`src/rtl/fp_norm_sched.sv`:
```
// Round-robin scheduler sharing one combinational fp_norm normalizer between
// N_REQ requesters: two-stage pipeline (operand register, result register).
module fp_norm_sched #(
  parameter int N_REQ = 4,
  parameter int ID_W  = 2
) (
  input  logic                 i_clk,
  input  logic                 i_rst,
  input  logic [N_REQ-1:0]     i_req_valid,
  input  logic [N_REQ-1:0]     i_req_s,
  input  logic [5*N_REQ-1:0]   i_req_e,
  input  logic [17*N_REQ-1:0]  i_req_f,
  output logic [N_REQ-1:0]     o_req_ready,
  output logic                 o_norm_s,
  output logic [4:0]           o_norm_e,
  output logic [16:0]          o_norm_f,
  input  logic [21:0]          i_norm_b,
  output logic                 o_res_valid,
  output logic [ID_W-1:0]      o_res_id,
  output logic [21:0]          o_res_b,
  input  logic                 i_res_ready,
  input  logic                 i_cnt_clr,
  output logic [15:0]          o_uf_cnt,
  output logic [ID_W-1:0]      o_dbg_ptr
);

  // Handshake: a transfer happens on a cycle where valid & ready are both high
  // at the rising edge; a producer holds valid and data stable until then.

  logic [ID_W-1:0]  p;
  logic             s1_vld;
  logic [ID_W-1:0]  s1_id;
  logic             s1_s;
  logic [4:0]       s1_e;
  logic [16:0]      s1_f;
  logic             s2_vld;
  logic [ID_W-1:0]  s2_id;
  logic [21:0]      s2_b;
  logic [15:0]      uf_cnt;

  logic             found;
  logic [ID_W-1:0]  grant_id;
  logic [ID_W-1:0]  cand;
  logic [31:0]      j;
  logic [N_REQ-1:0] grant;
  logic [ID_W-1:0]  p_nxt;
  logic             s2_can_load;
  logic             s1_adv;
  logic             s1_can_load;
  logic             accept;
  logic             uf_hit;

  // First valid requester at or after the pointer, wrapping modulo N_REQ.
  always_comb begin
    found    = 1'b0;
    grant_id = '0;
    cand     = '0;
    j        = '0;
    for (int i = 0; i < N_REQ; i++) begin
      j    = (32'(p) + 32'(i)) % 32'(N_REQ);
      cand = ID_W'(j);
      if (!found && i_req_valid[cand]) begin
        found    = 1'b1;
        grant_id = cand;
      end
    end
  end

  assign grant       = found ? (N_REQ'(1) << grant_id) : '0;
  assign p_nxt       = (grant_id == ID_W'(N_REQ - 1)) ? '0 : grant_id + 1'b1;

  assign s2_can_load = !s2_vld || i_res_ready;
  assign s1_adv      = s1_vld && s2_can_load;
  assign s1_can_load = !s1_vld || s1_adv;
  assign accept      = found && s1_can_load;
  assign o_req_ready = grant & {N_REQ{s1_can_load}};

  // A nonzero fraction that comes back with a zero exponent was flushed.
  assign uf_hit      = s1_adv && (s1_f != '0) && (i_norm_b[20:16] == 5'd0);

  always_ff @(posedge i_clk) begin
    if (i_rst) begin
      p      <= '0;
      s1_vld <= 1'b0;
      s1_id  <= '0;
      s1_s   <= 1'b0;
      s1_e   <= '0;
      s1_f   <= '0;
      s2_vld <= 1'b0;
      s2_id  <= '0;
      s2_b   <= '0;
      uf_cnt <= '0;
    end else begin
      if (accept) begin
        p      <= p_nxt;
        s1_vld <= 1'b1;
        s1_id  <= grant_id;
        s1_s   <= i_req_s[grant_id];
        s1_e   <= i_req_e[32'(grant_id)*5 +: 5];
        s1_f   <= i_req_f[32'(grant_id)*17 +: 17];
      end else begin
        s1_vld <= s1_vld && !s1_adv;
      end

      if (s1_adv) begin
        s2_vld <= 1'b1;
        s2_id  <= s1_id;
        s2_b   <= i_norm_b;
      end else if (s2_vld && i_res_ready) begin
        s2_vld <= 1'b0;
      end

      if (i_cnt_clr) begin
        uf_cnt <= '0;
      end else if (uf_hit && (uf_cnt != 16'hFFFF)) begin
        uf_cnt <= uf_cnt + 16'd1;
      end
    end
  end

  assign o_norm_s    = s1_s;
  assign o_norm_e    = s1_e;
  assign o_norm_f    = s1_f;
  assign o_res_valid = s2_vld;
  assign o_res_id    = s2_id;
  assign o_res_b     = s2_b;
  assign o_uf_cnt    = uf_cnt;
  assign o_dbg_ptr   = p;

endmodule

```
`config.mk`:
```
export PLATFORM = sky130hd
export DESIGN_NAME = fp_norm_sched
export DESIGN_NICKNAME = d
export VERILOG_FILES = /design/src/rtl/fp_norm_sched.sv
export SDC_FILE = /design/constraint.sdc
export NUM_CORES = 1
export LEC_CHECK = 0
export ABC_CLOCK_PERIOD_IN_PS = 2300
export BUFFER_PORTS_ARGS = -buffer_cell sky130_fd_sc_hd__buf_4
export CAP_MARGIN = 20
export CORE_MARGIN = 2
export CORE_UTILIZATION = 45
export CTS_CLUSTER_SIZE = 12
export DETAILED_ROUTE_END_ITERATION = 8
export GPL_ROUTABILITY_DRIVEN = 0
export PLACE_DENSITY = 0.81
export REMOVE_ABC_BUFFERS = 1
export SYNTH_ARGS = -nofsm -noshare
export SYNTH_HDL_FRONTEND = slang
export SYNTH_SLANG_ARGS = --single-unit
```
`constraint.sdc`:
```
create_clock -name i_clk -period 2.3 [get_ports i_clk]
set_input_delay 0.23 -clock i_clk [delete_from_list [all_inputs] [get_ports i_clk]]
set_output_delay 0.23 -clock i_clk [all_outputs]
set_load 0.05 [all_outputs]
```
==> key figures, run 1 <==
Clocking
  • Postcts setup bufs: 0
  • Later-pin clock latency in the skew report: 0.34 ns
  • CTS buffer count: 9
  • Root buf cell: clkbuf_8
  • Post-CTS Hold Fix Bufs: 0
  • Reg clk slew, reported paths: 0.08 ns
  • # H-tree levels: 3
  • CTS tree: yes
  • Clock Path Buffers: 2
  • Clock sinks: 69
  • PostCTS Resize Cnt: 0

Timing
  • Tmin final: 2.145 ns
  • Final setup viols: 0
  • Relative slew slack: 0.5088
  • RSZ-0062 raised after global routing: no
  • Final period utilization: 0.9327
  • Final Hold Vio Count: 0
  • Clock Skews: 0.01129 ns
  • Fin. max-slew vios: 0
  • Worst-Margin Slew: 0.7350 ns
  • Setup WS post-layout: 0.1548 ns
  • FMAX: 466.2 MHz
  • Fin Hold WS: 0.1295 ns

Yosys
  • Synth Area per Inst: 8.891 um2
  • Seq/Total Area, Yosys: 0.3914
  • EDFF count, synth: 0
  • Post-synthesis compound-gate area fraction: 0.1772
  • Top cells by area, synth: dfxtp_1 39%, mux2i_1 13%, nand2_1 6.9%, o221ai_1 5.7%, a21oi_1 5.4%
  • FF+latch count, synth: 69
  • Multiplexer share of the synthesized area: 0.1333
  • YS warnings: 0
  • Ys async rst share: 0
  • Adder-cell share of the synthesized area: 0.007090
  • Post-synthesis cell count: 397
  • Synth area leader: dfxtp_1
  • Top cell type's share of synthesized area: 0.3914
  • Predominant post-synthesis flop cell: dfxtp_1
  • Post-synthesis instance area: 3530 um2
  • Post-Synth Simple-Gate Area: 0.2499
  • Synth Area in XOR/XNOR: 0
  • Post-synthesis cell type count: 47
  • Main combinational cell family by area after synthesis: simple AND/OR/NAND/NOR gates

Status
  • Status: completed

Power and ir drop
  • Pwr dens: 854.2 nW/um2
  • Clock share of power: 0.229
  • Worst VDD drop: 0.5953 mV
  • Seq pwr share: 0.335
  • Comb power frac: 0.436
  • Lkg Pwr: 0.002293 uW
  • Switching fraction of total power: 0.4173
  • Int Pwr: 2617 uW
  • P_sw: 1874 uW

Worst setup path
  • Required time of the worst setup path: 2.07 ns
  • Reg-to-Reg Start: o_dbg_ptr[0]$_SDFFE_PP0P_
  • Flop2flop setup slack: 0.50 ns
  • Type of element capturing the critical path: output pin
  • Worst reg2reg path depth: 6
  • RR Endpoint: o_norm_f[4]$_SDFFE_PP0P_
  • CP Max Fanout: 5
  • Startpoint Class: register
  • Arrival @ worst endpoint: 1.92 ns
  • Setup CP Type: reg2out

Final layout
  • Fillers: 640
  • # nets final: 707
  • Area grow syn2layout: 48.95%
  • Antenna fix cells: 0
  • Commonest non-fill, non-tap cell in the layout: buf_4
  • Layout cell share with drive strength beyond 1: 0.3980
  • Most frequent cells in the layout: 202 x buf_4, 69 x dfxtp_1, 65 x nand2_1

Drt
  • Pre-antenna DRT Iters: 4
  • Vias per std cell: 5.493
  • WL/cell: 15.64 um
  • Detailed Route Iter0 Violations: 75
  • Drc violations: 0
  • Routed WL: 10790 um
  • Via Count: 3790
  • Final ANT Viol Nets: 0

Floorplanning
  • Die area: 8568 um2
  • Row count: 32
  • Chip width: 92.57 um
  • Core box area: 7647 um2
  • Die height: 92.57 um
  • Initial core utilization: 0.4616
  • I/O pins: 192

Placed design
  • Pre-CTS WS: 0.4268 ns
  • PortBufs: 191
  • Post-DP HPWL: 8334 um

Worst hold path
  • Hold Path Depth: 3
  • Worst hold endpoint: o_res_b[15]$_SDFFE_PP0P_
  • Hold_sp: i_norm_b[15]
  • Hold Path Class: in2reg

Global routing
  • Vias in the first global route: 3611
  • GRT overflow: 0
  • First-pass GRT wire length: 16870 um
  • Largest net degree at the start of global routing: 35
  • Gr usage total: 0.2466
  • Initial antenna violation count: 0

Job
  • Max_cap viols: 0
## power by group through the flow
| stage | combinational (uW) | sequential [uW] | clock, uW |
|---|---|---|---|
| global placement | 1950 | 1520 | 0 |
| finish | 1960 | 1500 | 1030 |
| CTS | 1970 | 1500 | 1040 |
| global route | 2050 | 1530 | 1090 |
| detailed placement | 1970 | 1530 | 0 |
| floorplan | 752 | 2070 | 0 |
## layer usage
layer,part of all wire,wire length [um],GRT usage,vias to the layer above
met5,0,0,0,-
met1,0.38,4089,0.2801,1743
met2,0.51,5486,0.4367,169
met4,0.033,354,0.1107,0
met3,0.080,861,0.05858,28
li1,-,-,-,1850
## registers in the layout (all words and copies together), names as in the netlist
signal,flops
o_res_id,2
o_res_b,22
o_res_valid,1
o_norm_f,17
o_uf_cnt,16
o_norm_e,5
o_dbg_ptr,2
s1_id,2
o_norm_s,1
s1_vld,1
## worst max path at each step
stage,to,from,cells past startpoint
after floorplan,o_req_ready[2],o_dbg_ptr[0]$_SDFFE_PP0P_,4
final,o_req_ready[3],o_dbg_ptr[0]$_SDFFE_PP0P_,6
after global routing,o_req_ready[3],o_dbg_ptr[0]$_SDFFE_PP0P_,6
after detailed placement,o_uf_cnt[4]$_SDFFE_PP0P_,i_norm_b[18],6
after CTS,o_req_ready[3],o_dbg_ptr[0]$_SDFFE_PP0P_,6
after global placement,o_uf_cnt[13]$_SDFFE_PP0P_,i_norm_b[18],6
## critical path: stages (launching register included)
cell,delay (ns)
dfxtp_1,0.39
nor2b_1,0.08
o21a_1,0.20
nor4_2,0.33
ha_1,0.22
and2_1,0.14
buf_4,0.20
## synthesized netlist by cell type, types with 2 or more instances
library cell,count
or3_1,5
and2_1,5
clkbuf_1,14
o21a_1,3
nand2b_1,4
nor4_2,2
dfxtp_1,69
nor3_1,5
nor3b_1,3
a21oi_1,38
a31oi_1,3
nor2b_1,4
ha_1,2
or4_1,10
a21oi_2,4
o21ai_1,2
buf_2,11
and4_1,2
o221ai_1,23
nor4_1,3
nand3_1,6
mux2i_1,47
nand4_1,7
nand2_1,65
nor2_1,10
nand3b_1,23
o31ai_1,7
## stage by stage
stage / std cells / area, um2 / TNS (ns) / util / power, uW
floorplan: 369 / 3388 / -31.48 / - / 2820
global placement: 674 / 5054 / 0 / 0.6608 / 3466
detailed placement: 674 / 5054 / 0 / 0.6608 / 3492
CTS: 690 / 5258 / 0 / 0.6875 / 4514
global route: 690 / 5258 / 0 / 0.6875 / 4676
finish: 690 / 5258 / 0 / 0.6875 / 4491
## cell type report
type                    instances  area [um2]  share of cell area
clock buffers                   9       123.9             0.02356
clock inverters                 7       80.08             0.01523
inverters                       1       3.754           0.0007139
multi-input cells             299        2004              0.3812
flip-flops and latches         69        1381              0.2627
well taps                     102       127.6             0.02427
repair buffers                203        1536              0.2922
## cell families (layout without fill, tap and decap cells)
kind of cell	Yosys count	in the layout
AND/OR/NAND/NOR	160	160
AO/OA/AOI/OAI	90	90
flip-flops	69	69
multiplexers	47	47
buffers and inverters	29	220
adder cells (fa/ha/maj)	2	2
No activity file was read; power rests on OpenSTA's default activity.
==> run 2, diff against run 1 <==
Settings changed: CORE_ASPECT_RATIO set to 1.5, RECOVER_POWER set to 25.
==> key figures, run 2 (same netlist as run 1, synthesis figures left out) <==
Clocking
  • CTS buffer count: 9
  • Postcts setup bufs: 0
  • Clock Path Buffers: 2
  • # H-tree levels: 3
  • Post-CTS Hold Fix Bufs: 0
  • Clock sinks: 69
  • Reg clk slew, reported paths: 0.05 ns
  • CTS tree: yes
  • Later-pin clock latency in the skew report: 0.33 ns
  • Root buf cell: clkbuf_16
  • PostCTS Resize Cnt: 0

Drt
  • Final ANT Viol Nets: 0
  • Pre-antenna DRT Iters: 4
  • Vias per std cell: 5.599
  • Drc violations: 0
  • WL/cell: 15.96 um
  • Via Count: 3830
  • Detailed Route Iter0 Violations: 178
  • Routed WL: 10920 um

Worst setup path
  • Arrival @ worst endpoint: 1.92 ns
  • Type of element capturing the critical path: output pin
  • Startpoint Class: register
  • Required time of the worst setup path: 2.07 ns
  • Setup CP Type: reg2out
  • CP Max Fanout: 5

Status
  • Status: completed

Timing
  • Fin. max-slew vios: 0
  • Final setup viols: 0
  • Relative slew slack: 0.4512
  • FMAX: 466.1 MHz
  • Setup WS post-layout: 0.1544 ns
  • Total negative slack: 0 ns
  • RSZ-0062 raised after global routing: no
  • Worst-Margin Slew: 0.8232 ns
  • Clock Skews: 0.007011 ns
  • Final period utilization: 0.9329
  • Final Hold Vio Count: 0
  • Tmin final: 2.146 ns

Final layout
  • Fillers: 691
  • Commonest non-fill, non-tap cell in the layout: buf_4
  • Final Cell Area: 5175 um2
  • Most frequent cells in the layout: 165 x buf_4, 69 x dfxtp_1, 65 x nand2_1
  • Antenna fix cells: 0
  • Layout cell share with drive strength beyond 1: 0.3333
  • Area grow syn2layout: 46.61%
  • # nets final: 702
  • Final Util: 0.6798
  • Max reg flops: 22

Global routing
  • GRT overflow: 0
  • Initial antenna violation count: 0
  • Largest net degree at the start of global routing: 47
  • Vias in the first global route: 3782
  • First-pass GRT wire length: 17330 um
  • Gr usage total: 0.2495

Floorplanning
  • Chip width: 76.31 um
  • I/O pins: 192
  • Core box area: 7612 um2
  • Die area: 8583 um2
  • Initial core utilization: 0.4637
  • Die height: 112.5 um
  • Row count: 39

Power and ir drop
  • Pwr dens: 905.2 nW/um2
  • Lkg Pwr: 0.002179 uW
  • Worst VDD drop: 0.4781 mV

Placed design
  • Placed cell areas: 5016 um2
  • Post-DP HPWL: 8309 um
  • Pre-CTS WS: 0.4447 ns
  • PortBufs: 191

Job
  • Max_cap viols: 0

Worst hold path
  • Hold Path Class: in2reg
[run 2: cell types whose count changed in the layout (fill, tap and decap cells not counted), sizes merged]
cell	previous run	this run
clkinvlp	2	0
inv	4	1
clkbuf	9	46
bufinv	1	0
buf	203	166
[run 2: final timing paths]
| path | start | end | slack [ns] | cells past startpoint |
|---|---|---|---|---|
| max | o_dbg_ptr[0]$_SDFFE_PP0P_ | o_req_ready[3] | 0.15 | 6 |
| min | i_norm_b[8] | o_res_b[8]$_SDFFE_PP0P_ | 0.15 | 3 |
| max reg2reg | o_uf_cnt[2]$_SDFFE_PP0P_ | o_uf_cnt[9]$_SDFFE_PP0P_ | 0.46 | 5 |
| min reg2reg | o_res_b[4]$_SDFFE_PP0P_ | o_res_b[4]$_SDFFE_PP0P_ | 0.45 | 2 |
[run 2: report_power, final]
part,switching (uW),total [uW],internal (uW)
combinational,1220,1890,667
clock,475,1290,810
sequential,136,1510,1370
[run 2: routing by layer]
layer,global-route usage,up-vias,part of all wire
met2,0.4519,185,0.52
li1,-,1844,-
met3,0.04180,45,0.068
met5,0,-,0
met1,0.2706,1756,0.37
met4,0.1479,0,0.043
[run 2: through the flow]
stage,hold WS (ns),instances,total power (uW)
floorplan,0.2991,369,2820
global placement,0.4433,669,3458
detailed placement,0.4470,669,3490
CTS,0.1449,684,4771
global route,0.1582,684,4882
finish,0.1514,684,4684
[run 2: layout make-up]
| class | count | area (um2) | share of cell area |
|---|---|---|---|
| well taps | 102 | 127.6 | 0.02466 |
| multi-input cells | 299 | 2004 | 0.3873 |
| clock buffers | 14 | 274.0 | 0.05295 |
| clock inverters | 1 | 5.005 | 0.0009671 |
| inverters | 1 | 3.754 | 0.0007253 |
| repair buffers | 198 | 1379 | 0.2664 |
| flip-flops and latches | 69 | 1381 | 0.2669 |
[run 2: critical path: stages (launching register included)]
cell and delay (ns):
dfxtp_1 0.39, nor2b_1 0.08, o21a_1 0.19, nor4_2 0.37
ha_1 0.23, and2_1 0.13, buf_4 0.20
==> run 3, diff against run 2 <==
Settings changed: REMOVE_ABC_BUFFERS 1 to not set.
==> key figures, run 3 (same netlist as run 1, synthesis figures left out) <==
Worst setup path
  • CP cell instances: nor2b_1 > o21a_1 > nor4_4 > ha_1 > and2_1 > buf_4
  • Largest delay share family, worst path: simple AND/OR/NAND/NOR gates
  • Crit-path slowest cell: dfxtp_1
  • Reg-to-Reg Start: o_uf_cnt[2]$_SDFFE_PP0P_
  • CP Max Fanout: 5
  • Setup CP Type: reg2out
  • Required time of the worst setup path: 2.07 ns
  • Type of element capturing the critical path: output pin
  • Startpoint Class: register
  • Arrival @ worst endpoint: 1.88 ns
  • Max incr delay on CP: 0.41 ns
  • Flop2flop setup slack: 0.37 ns
  • Worst path buffer plus inverter count: 1
  • Worst setup path startpoint: o_dbg_ptr[0]$_SDFFE_PP0P_

Floorplanning
  • Initial core utilization: 0.4637
  • Core box area: 7612 um2
  • Die height: 112.5 um
  • I/O pins: 192
  • Row count: 39
  • Chip width: 76.31 um
  • Die area: 8583 um2

Timing
  • Total negative slack: 0 ns
  • Relative slew slack: 0.3848
  • Final Hold Vio Count: 0
  • RSZ-0062 raised after global routing: no
  • Worst-Margin Slew: 0.9228 ns
  • Final setup viols: 0
  • Tmin final: 2.114 ns
  • FMAX: 473.1 MHz
  • Clock Skews: 0.007375 ns
  • Fin Hold WS: 0.1457 ns
  • Fin. max-slew vios: 0
  • Final period utilization: 0.9189

Final layout
  • # nets final: 703
  • Layout cell share with drive strength beyond 1: 0.3408
  • Max reg flops: 22
  • Final Cell Area: 5263 um2
  • Non-filler cells in the finished layout: 686
  • Area grow syn2layout: 49.10%
  • Commonest non-fill, non-tap cell in the layout: buf_4
  • Antenna fix cells: 0
  • Most frequent cells in the layout: 166 x buf_4, 69 x dfxtp_1, 65 x nand2_1

Drt
  • Via Count: 3758
  • Final ANT Viol Nets: 0
  • Routed WL: 11140 um
  • Pre-antenna DRT Iters: 4
  • Detailed Route Iter0 Violations: 161
  • Drc violations: 0
  • Vias per std cell: 5.478
  • WL/cell: 16.24 um

Clocking
  • Reg clk slew, reported paths: 0.06 ns
  • # H-tree levels: 3
  • Clock sinks: 69
  • CTS buffer count: 9
  • CTS tree: yes
  • Later-pin clock latency in the skew report: 0.33 ns
  • Root buf cell: clkbuf_16
  • Post-CTS Hold Fix Bufs: 0
  • Clock Path Buffers: 2

Placed design
  • Placed cell count: 670
  • Placed cell areas: 5034 um2
  • PortBufs: 191
  • Post-DP HPWL: 8521 um

Power and ir drop
  • Pwr dens: 953.6 nW/um2
  • Comb power frac: 0.384
  • Worst VDD drop: 0.6139 mV
  • Clock share of power: 0.314
  • Seq pwr share: 0.303
  • Overall Power: 5018 uW
  • P_sw: 1897 uW
  • Lkg Pwr: 0.002213 uW
  • Int Pwr: 3121 uW
  • Switching fraction of total power: 0.3781

Worst hold path
  • Hold Path Class: in2reg
  • Hold_sp: i_norm_b[10]

Status
  • Status: completed

Global routing
  • Vias in the first global route: 3801
  • Largest net degree at the start of global routing: 47
  • Initial antenna violation count: 0
  • First-pass GRT wire length: 17820 um
  • GRT overflow: 0
  • Gr usage total: 0.2563

Job
  • Max_cap viols: 0

Yosys
  • Syn nets: 521
-- run 3: cell type report --
| type | count | area [um2] |
|---|---|---|
| Sequential cell | 69 | 1381 |
| Clock buffer | 10 | 229.0 |
| Multi-Input combinational cell | 299 | 2023 |
| Tap cell | 102 | 127.6 |
| Clock inverter | 6 | 111.4 |
| Timing Repair Buffer | 199 | 1386 |
| Fill cell | 661 | 2350 |
| Inverter | 1 | 3.754 |
-- run 3: path summary, 6_finish.rpt --
kind	end	cells past startpoint
worst max register to register	o_uf_cnt[13]$_SDFFE_PP0P_	6
worst min-delay path	o_res_b[10]$_SDFFE_PP0P_	3
worst min register to register	o_res_b[10]$_SDFFE_PP0P_	2
worst max-delay path	o_req_ready[3]	6
-- run 3: repair_timing --
item                       4_1_cts  5_1_grt
setup endpoints to repair        0        1
setup buffers                    0        0
hold endpoints to repair         0        0
gates resized for setup          0        1
-- run 3: worst reg2reg max path: stages (launching register included) --
cell and delay (ns):
dfxtp_1 0.47, and4_1 0.36, nand4_1 0.23, nor2_1 0.31
buf_4 0.24, or4_1 0.15, a21oi_2 0.05
-- run 3: stage by stage --
step	setup WS, ns	util
after CTS	0.1393	0.7060
after global routing	0.05704	0.6913
after global placement	0.4245	0.6612
final	0.1864	0.6913
after floorplan	-0.07467	-
after detailed placement	0.4004	0.6612
-- run 3: metal layers --
layer / wire length (um) / vias up / global-route usage
met5: 0 / - / 0
met4: 192 / 0 / 0.1006
met3: 724 / 15 / 0.05788
met2: 5873 / 172 / 0.4708
met1: 4354 / 1726 / 0.2842
li1: - / 1845 / -
-- run 3: power groups by stage --
stage	sequential, uW	clock (uW)	combinational, uW
4_1_cts	1520	1590	1980
3_3_place_gp	1530	0	1960
5_1_grt	1540	1650	2030
2_1_floorplan	2070	0	775
6_report	1520	1580	1920
3_5_place_dp	1540	0	1980
